File: src/rtl/onchip_mem_arb_pkg.sv
// rtl/onchip_mem_arb_pkg.sv - shared defaults and helpers for the on-chip RAM arbiter
package onchip_mem_arb_pkg;

   localparam int DEF_NUM_MASTERS = 4;
   localparam int DEF_ADDR_W      = 17;
   localparam int DEF_DATA_W      = 32;
   localparam int DEF_HOLD_MAX    = 4;

   // Hold counter width; HOLD_MAX is limited to 15
   localparam int HOLD_W = 4;

   // Ceiling log2, never less than 1 so index vectors stay legal
   function automatic int clog2(input int value);
      int r;
      r = 1;
      for (int i = 1; i < 31; i++) begin
         if ((1 << i) < value) begin
            r = i + 1;
         end
      end
      return r;
   endfunction

   localparam int DEF_IDX_W = clog2(DEF_NUM_MASTERS);

endpackage

File: src/rtl/onchip_mem_rr_arbiter_rr_pick.sv
// rtl/onchip_mem_rr_arbiter_rr_pick.sv - combinational rotating priority encoder
module rr_pick #(
   parameter int N     = 4,
   parameter int IDX_W = 2
) (
   input  logic [N-1:0]     req_i,
   input  logic [IDX_W-1:0] base_i,
   output logic [N-1:0]     grant_o,
   output logic [IDX_W-1:0] idx_o,
   output logic             any_o
);

   // First requester found scanning upward from base_i, wrapping at N
   always_comb begin
      int cand;
      grant_o = '0;
      idx_o   = '0;
      any_o   = 1'b0;
      cand    = 0;
      for (int k = 0; k < N; k++) begin
         cand = int'(base_i) + k;
         if (cand >= N) begin
            cand = cand - N;
         end
         if (!any_o && req_i[cand]) begin
            any_o         = 1'b1;
            grant_o[cand] = 1'b1;
            idx_o         = IDX_W'(cand);
         end
      end
   end

endmodule

File: src/rtl/onchip_mem_rr_arbiter.sv
// rtl/onchip_mem_rr_arbiter.sv - round-robin sharing of one single-port RAM among Avalon-MM masters
module onchip_mem_rr_arbiter
   import onchip_mem_arb_pkg::*;
#(
   parameter int NUM_MASTERS = DEF_NUM_MASTERS,
   parameter int ADDR_W      = DEF_ADDR_W,
   parameter int DATA_W      = DEF_DATA_W,
   parameter int HOLD_MAX    = DEF_HOLD_MAX
) (
   input  logic                            clk,
   input  logic                            reset_n,
   input  logic [NUM_MASTERS*ADDR_W-1:0]   m_address,
   input  logic [NUM_MASTERS*DATA_W/8-1:0] m_byteenable,
   input  logic [NUM_MASTERS*DATA_W-1:0]   m_writedata,
   input  logic [NUM_MASTERS-1:0]          m_read,
   input  logic [NUM_MASTERS-1:0]          m_write,
   output logic [NUM_MASTERS-1:0]          m_waitrequest,
   output logic [NUM_MASTERS-1:0]          m_readdatavalid,
   output logic [DATA_W-1:0]               m_readdata,
   output logic [ADDR_W-1:0]               mem_address,
   output logic [DATA_W/8-1:0]             mem_byteenable,
   output logic [DATA_W-1:0]               mem_writedata,
   output logic                            mem_chipselect,
   output logic                            mem_write,
   output logic                            mem_clken,
   input  logic [DATA_W-1:0]               mem_readdata
);

   localparam int IDX_W = clog2(NUM_MASTERS);
   localparam int BE_W  = DATA_W / 8;
   localparam logic [HOLD_W-1:0] HOLD_LIM = HOLD_W'(HOLD_MAX);
   localparam logic [IDX_W-1:0]  LAST_IDX = IDX_W'(NUM_MASTERS - 1);

   logic [NUM_MASTERS-1:0] req;
   logic [NUM_MASTERS-1:0] grant;
   logic [NUM_MASTERS-1:0] pick_grant;
   logic [IDX_W-1:0]       pick_idx;
   logic                   pick_any;
   logic [IDX_W-1:0]       base;
   logic                   keep;
   logic [IDX_W-1:0]       win_idx;
   logic                   win_any;
   logic [IDX_W-1:0]       sel;

   logic [IDX_W-1:0]  owner_q, owner_d;
   logic              owner_vld_q, owner_vld_d;
   logic [IDX_W-1:0]  last_q, last_d;
   logic [HOLD_W-1:0] hold_cnt_q, hold_cnt_d;
   logic              rd_pend_q, rd_pend_d;
   logic [IDX_W-1:0]  rd_id_q, rd_id_d;

   // A master asserting read and write together is a write, so either bit is a request
   assign req = m_read | m_write;

   // Rotation starts just after the most recently granted master
   always_comb begin
      base = (last_q == LAST_IDX) ? '0 : last_q + 1'b1;
   end

   rr_pick #(
      .N     (NUM_MASTERS),
      .IDX_W (IDX_W)
   ) u_rr_pick (
      .req_i   (req),
      .base_i  (base),
      .grant_o (pick_grant),
      .idx_o   (pick_idx),
      .any_o   (pick_any)
   );

   // Owner keeps the port while it still asks and its hold budget is not spent
   always_comb begin
      keep    = owner_vld_q && req[owner_q] && (hold_cnt_q < HOLD_LIM);
      win_idx = keep ? owner_q : pick_idx;
      win_any = reset_n && (keep || (pick_any && (pick_grant != '0)));
   end

   // One-hot grant of the winner; nobody is granted while reset is held
   always_comb begin
      grant = '0;
      if (win_any) begin
         grant[win_idx] = 1'b1;
      end
   end

   // Losers that request are stalled; idle masters never see waitrequest
   always_comb begin
      if (!reset_n) begin
         m_waitrequest = '1;
      end else begin
         m_waitrequest = req & ~grant;
      end
   end

   // Route the winning master onto the RAM port; master 0 is parked there when idle
   always_comb begin
      sel            = win_any ? win_idx : '0;
      mem_address    = m_address[sel*ADDR_W +: ADDR_W];
      mem_byteenable = m_byteenable[sel*BE_W +: BE_W];
      mem_writedata  = m_writedata[sel*DATA_W +: DATA_W];
      mem_chipselect = win_any;
      mem_write      = win_any && m_write[win_idx];
      mem_clken      = reset_n;
   end

   // Read data is shared; the per-master valid tags whose read came back
   always_comb begin
      m_readdata      = mem_readdata;
      m_readdatavalid = '0;
      if (rd_pend_q) begin
         m_readdatavalid[rd_id_q] = 1'b1;
      end
   end

   // Hold/owner bookkeeping and capture of the accepted read for the return cycle
   always_comb begin
      owner_d     = owner_q;
      owner_vld_d = owner_vld_q;
      last_d      = last_q;
      hold_cnt_d  = hold_cnt_q;
      rd_pend_d   = 1'b0;
      rd_id_d     = rd_id_q;
      if (win_any) begin
         if (owner_vld_q && (win_idx == owner_q)) begin
            if (hold_cnt_q < HOLD_LIM) begin
               hold_cnt_d = hold_cnt_q + 1'b1;
            end
         end else begin
            hold_cnt_d  = HOLD_W'(1);
            owner_d     = win_idx;
            owner_vld_d = 1'b1;
            last_d      = win_idx;
         end
         rd_pend_d = !m_write[win_idx];
         rd_id_d   = win_idx;
      end else begin
         hold_cnt_d  = '0;
         owner_vld_d = 1'b0;
      end
   end

   // State registers; reset gives master 0 first priority and drops any pending read
   always_ff @(posedge clk or negedge reset_n) begin
      if (!reset_n) begin
         owner_q     <= '0;
         owner_vld_q <= 1'b0;
         last_q      <= LAST_IDX;
         hold_cnt_q  <= '0;
         rd_pend_q   <= 1'b0;
         rd_id_q     <= '0;
      end else begin
         owner_q     <= owner_d;
         owner_vld_q <= owner_vld_d;
         last_q      <= last_d;
         hold_cnt_q  <= hold_cnt_d;
         rd_pend_q   <= rd_pend_d;
         rd_id_q     <= rd_id_d;
      end
   end

endmodule

File: config.mk
export PLATFORM = sky130hd
export DESIGN_NAME = onchip_mem_rr_arbiter
export DESIGN_NICKNAME = d
export VERILOG_FILES = /design/src/rtl/onchip_mem_arb_pkg.sv /design/src/rtl/onchip_mem_rr_arbiter_rr_pick.sv /design/src/rtl/onchip_mem_rr_arbiter.sv
export SDC_FILE = /design/constraint.sdc
export NUM_CORES = 1
export LEC_CHECK = 0
export CAP_MARGIN = 30
export CORE_AREA = 2 2 137 139
export CTS_CLUSTER_SIZE = 28
export DETAILED_ROUTE_END_ITERATION = 8
export DIE_AREA = 0 0 139 141
export HOLD_SLACK_MARGIN = 0.06
export SYNTH_ARGS = -nofsm -noshare
export SYNTH_HDL_FRONTEND = slang
export SYNTH_SLANG_ARGS = --single-unit
File: constraint.sdc
create_clock -name clk -period 4.8 [get_ports clk]
set_input_delay 1.2 -clock clk [delete_from_list [all_inputs] [get_ports clk]]
set_output_delay 1.2 -clock clk [all_outputs]
set_load 0.02 [all_outputs]
==> metrics.cfg <==
[sta]
fin_crit_ns=5.09
setup_viol_count_final=58
slew_violations=0
slew_headroom_pct=71.7
grt_setup_unrepaired=yes
hold_viol=0
final.setup.tns_ns=-13.13
final.setup_skew_ns=0.00151
setup_slack_ns=-0.292
tightest_slew_ns=0.423
post-route-period-util_pct=106
holdWs_ns=0.556
clock.fmax_ghz=0.196

[route]
wl_per_cell_um=19.7
drt-pass1-iter-count=4
vias=4652
drt_iter0_markers=277
drc=0
postRouteAntennaNets=0
viasPerCell=4.68
routed_wl_um=19600

[synth]
syn_avg_cell_area_sq_um=7.18
synth_edf_count=0
synth_area_leaders=nor3_1 17%, o22ai_2 12%, buf_4 10%
synth_most_common_cell=nor3_1
yosysWarningCount=0
syn_nets=672
synth.distinct_cells=56
yosys.area.top_type=nor3_1
synth_commonest_cells=99 x nor3_1, 65 x nor2_1, 40 x buf_4
synth_ff_type=dfrtp_1
syn_area_sq_um=2940
synth-seq-area-share_pct=10.3
synth_top_area_share_pct=16.9
ys_ff_latch=12
syn_inst=409
synthArstFlopShare_pct=100

[placed_design]
hpwl_um=13900
gp_congestion=0.855
portBuffers=285

[setup_path]
endpoint_kind=output port
crit_arrival_ns=3.89
critPathMaxFanout=12
crit_required_ns=3.60
worstSetupStartpointType=primary input
crit_type=in2out

[worst_hold_path]
hold_class=reg2reg

[clock_tree]
cts_root_buf=clkbuf_16
clk_pin_slew_ns=0.04
htreeDepth=1
cts_tree=done
hold_buffers=0
clock_sinks=12
cts_buffer_depth=2
clkLatencyLatePin_ns=0.24
cts_buffers=3

[run_status]
status=complete, but fails checks
violations=negative setup slack

[grt]
grt_pass1_vias=4561
grt_usage_pct=17.9
grt_max_degree=33
grt_pass1_wl_um=27600
antenna_found_initial=0
overflow=0

[floorplan]
num_rows=50
fp.dieH_um=141
initial_core_util_pct=16.1
die_area_sq_um=19600
die_x_um=139
core_sq_um=18300
ios=350

[layout]
fillers=1784
drive_gt1_share_pct=45.7
final_nets=1025
antenna_cells=0
syn_to_final_growth_pct=162

[pwr]
p_leak_nw=3.00
peakVddDrop_uv=370
powerDensity_nw_per_um2=871

[job]
cap_violations=0

flip-flops by register name, summed over array words and instances, names as in the netlist:
name,cells
rd_pend_q,1
last_q,2
owner_q,2
rd_id_q,2
hold_cnt_q,4
owner_vld_q,1
final timing paths:
check / startpoint / end / slack, ns / cells past startpoint
min in group asynchronous: reset_n / owner_q[0] / 1.38 / 2
max in group asynchronous: reset_n / last_q[0] / 3.16 / 2
worst min-delay path: rd_id_q[1] / rd_id_q[1] / 0.56 / 1
worst max register to register: last_q[0] / last_q[0] / 1.53 / 15
worst min register to register: rd_id_q[1] / rd_id_q[1] / 0.56 / 1
worst max-delay path: m_read[2] / mem_writedata[21] / -0.29 / 12
timing repair:
action | CTS | global route
setup endpoints to repair | 59 | 59
gates resized for setup | 376 | 72
gates cloned | 6 | 2
pin swaps | 37 | 35
setup buffers | 24 | 21
through the flow:
stage / utilization, % / total power, mW / std cells / worst slack [ns] / cell area [sq um]
3_3_place_gp: 35.9 / 5.36 / 945 / -1.16 / 6570
5_1_grt: 42.2 / 7.08 / 995 / -0.352 / 7710
3_5_place_dp: 35.9 / 5.35 / 945 / -1.17 / 6570
2_1_floorplan: - / 2.96 / 409 / -0.00840 / 3140
4_1_cts: 39.7 / 6.19 / 978 / -0.268 / 7240
6_report: 42.2 / 6.71 / 995 / -0.292 / 7710
cells by family (layout without fill, tap and decap cells):
group	after synthesis	after routing	synth area share [%]
DFF	12	12	10.3
adders and majority gates	9	9	3.83
and+or+nand+nor	206	206	33.5
AOI/OAI and AO/OA	92	92	30.2
muxes	16	16	5.88
xor gates and xnor gates	2	2	0.596
buffers and inverters	72	424	15.7
cell usage in the layout (no fill, tap or decap), drive strengths merged, types with 3 or more instances in the layout:
master	count
a2111oi	3
a21oi	9
buf	189
clkbuf	5
clkdlybuf4s50	218
dfrtp	10
ha	9
inv	9
mux2i	15
nand2	14
nand3	3
nand4	3
nor2	66
nor3	99
nor4	3
o21a	3
o21ai	9
o221a	7
o22ai	46
or2	6
or4	3
routing by layer:
layer  wire length, um  track usage [%]  vias up
met5                 0                0        -
met3              1200             2.89        8
li1                  -                -     2203
met1              8470             23.7     2237
met4                36             1.01        0
met2              9840             32.0      204
power breakdown:
group / total, mW / internal, mW / switching (mW)
sequential: 0.191 / 0.150 / 0.0407
clock: 0.171 / 0.126 / 0.0448
combinational: 6.35 / 3.07 / 3.28
total: 6.71 / 3.34 / 3.37
layout make-up:
type                       count  area, sq um  area share [%]
multi-input combinational    325         2980            38.6
timing repair buffer         411         4010            52.0
clock buffer                   4         88.8            1.15
sequential                    12          303            3.93
inverter                       9         36.3           0.471
tap                          234          293            3.80
worst max-delay path, cell delays in order:
cell	delay, ns
buf_6	0.09
or4_4	0.54
o211a_4	0.17
o21a_1	0.19
a311oi_2	0.37
o21ai_4	0.13
or3b_4	0.46
buf_12	0.18
buf_12	0.13
o22ai_4	0.16
nor3_2	0.08
buf_4	0.16
Note: power is estimated with default switching activity, not from simulation.
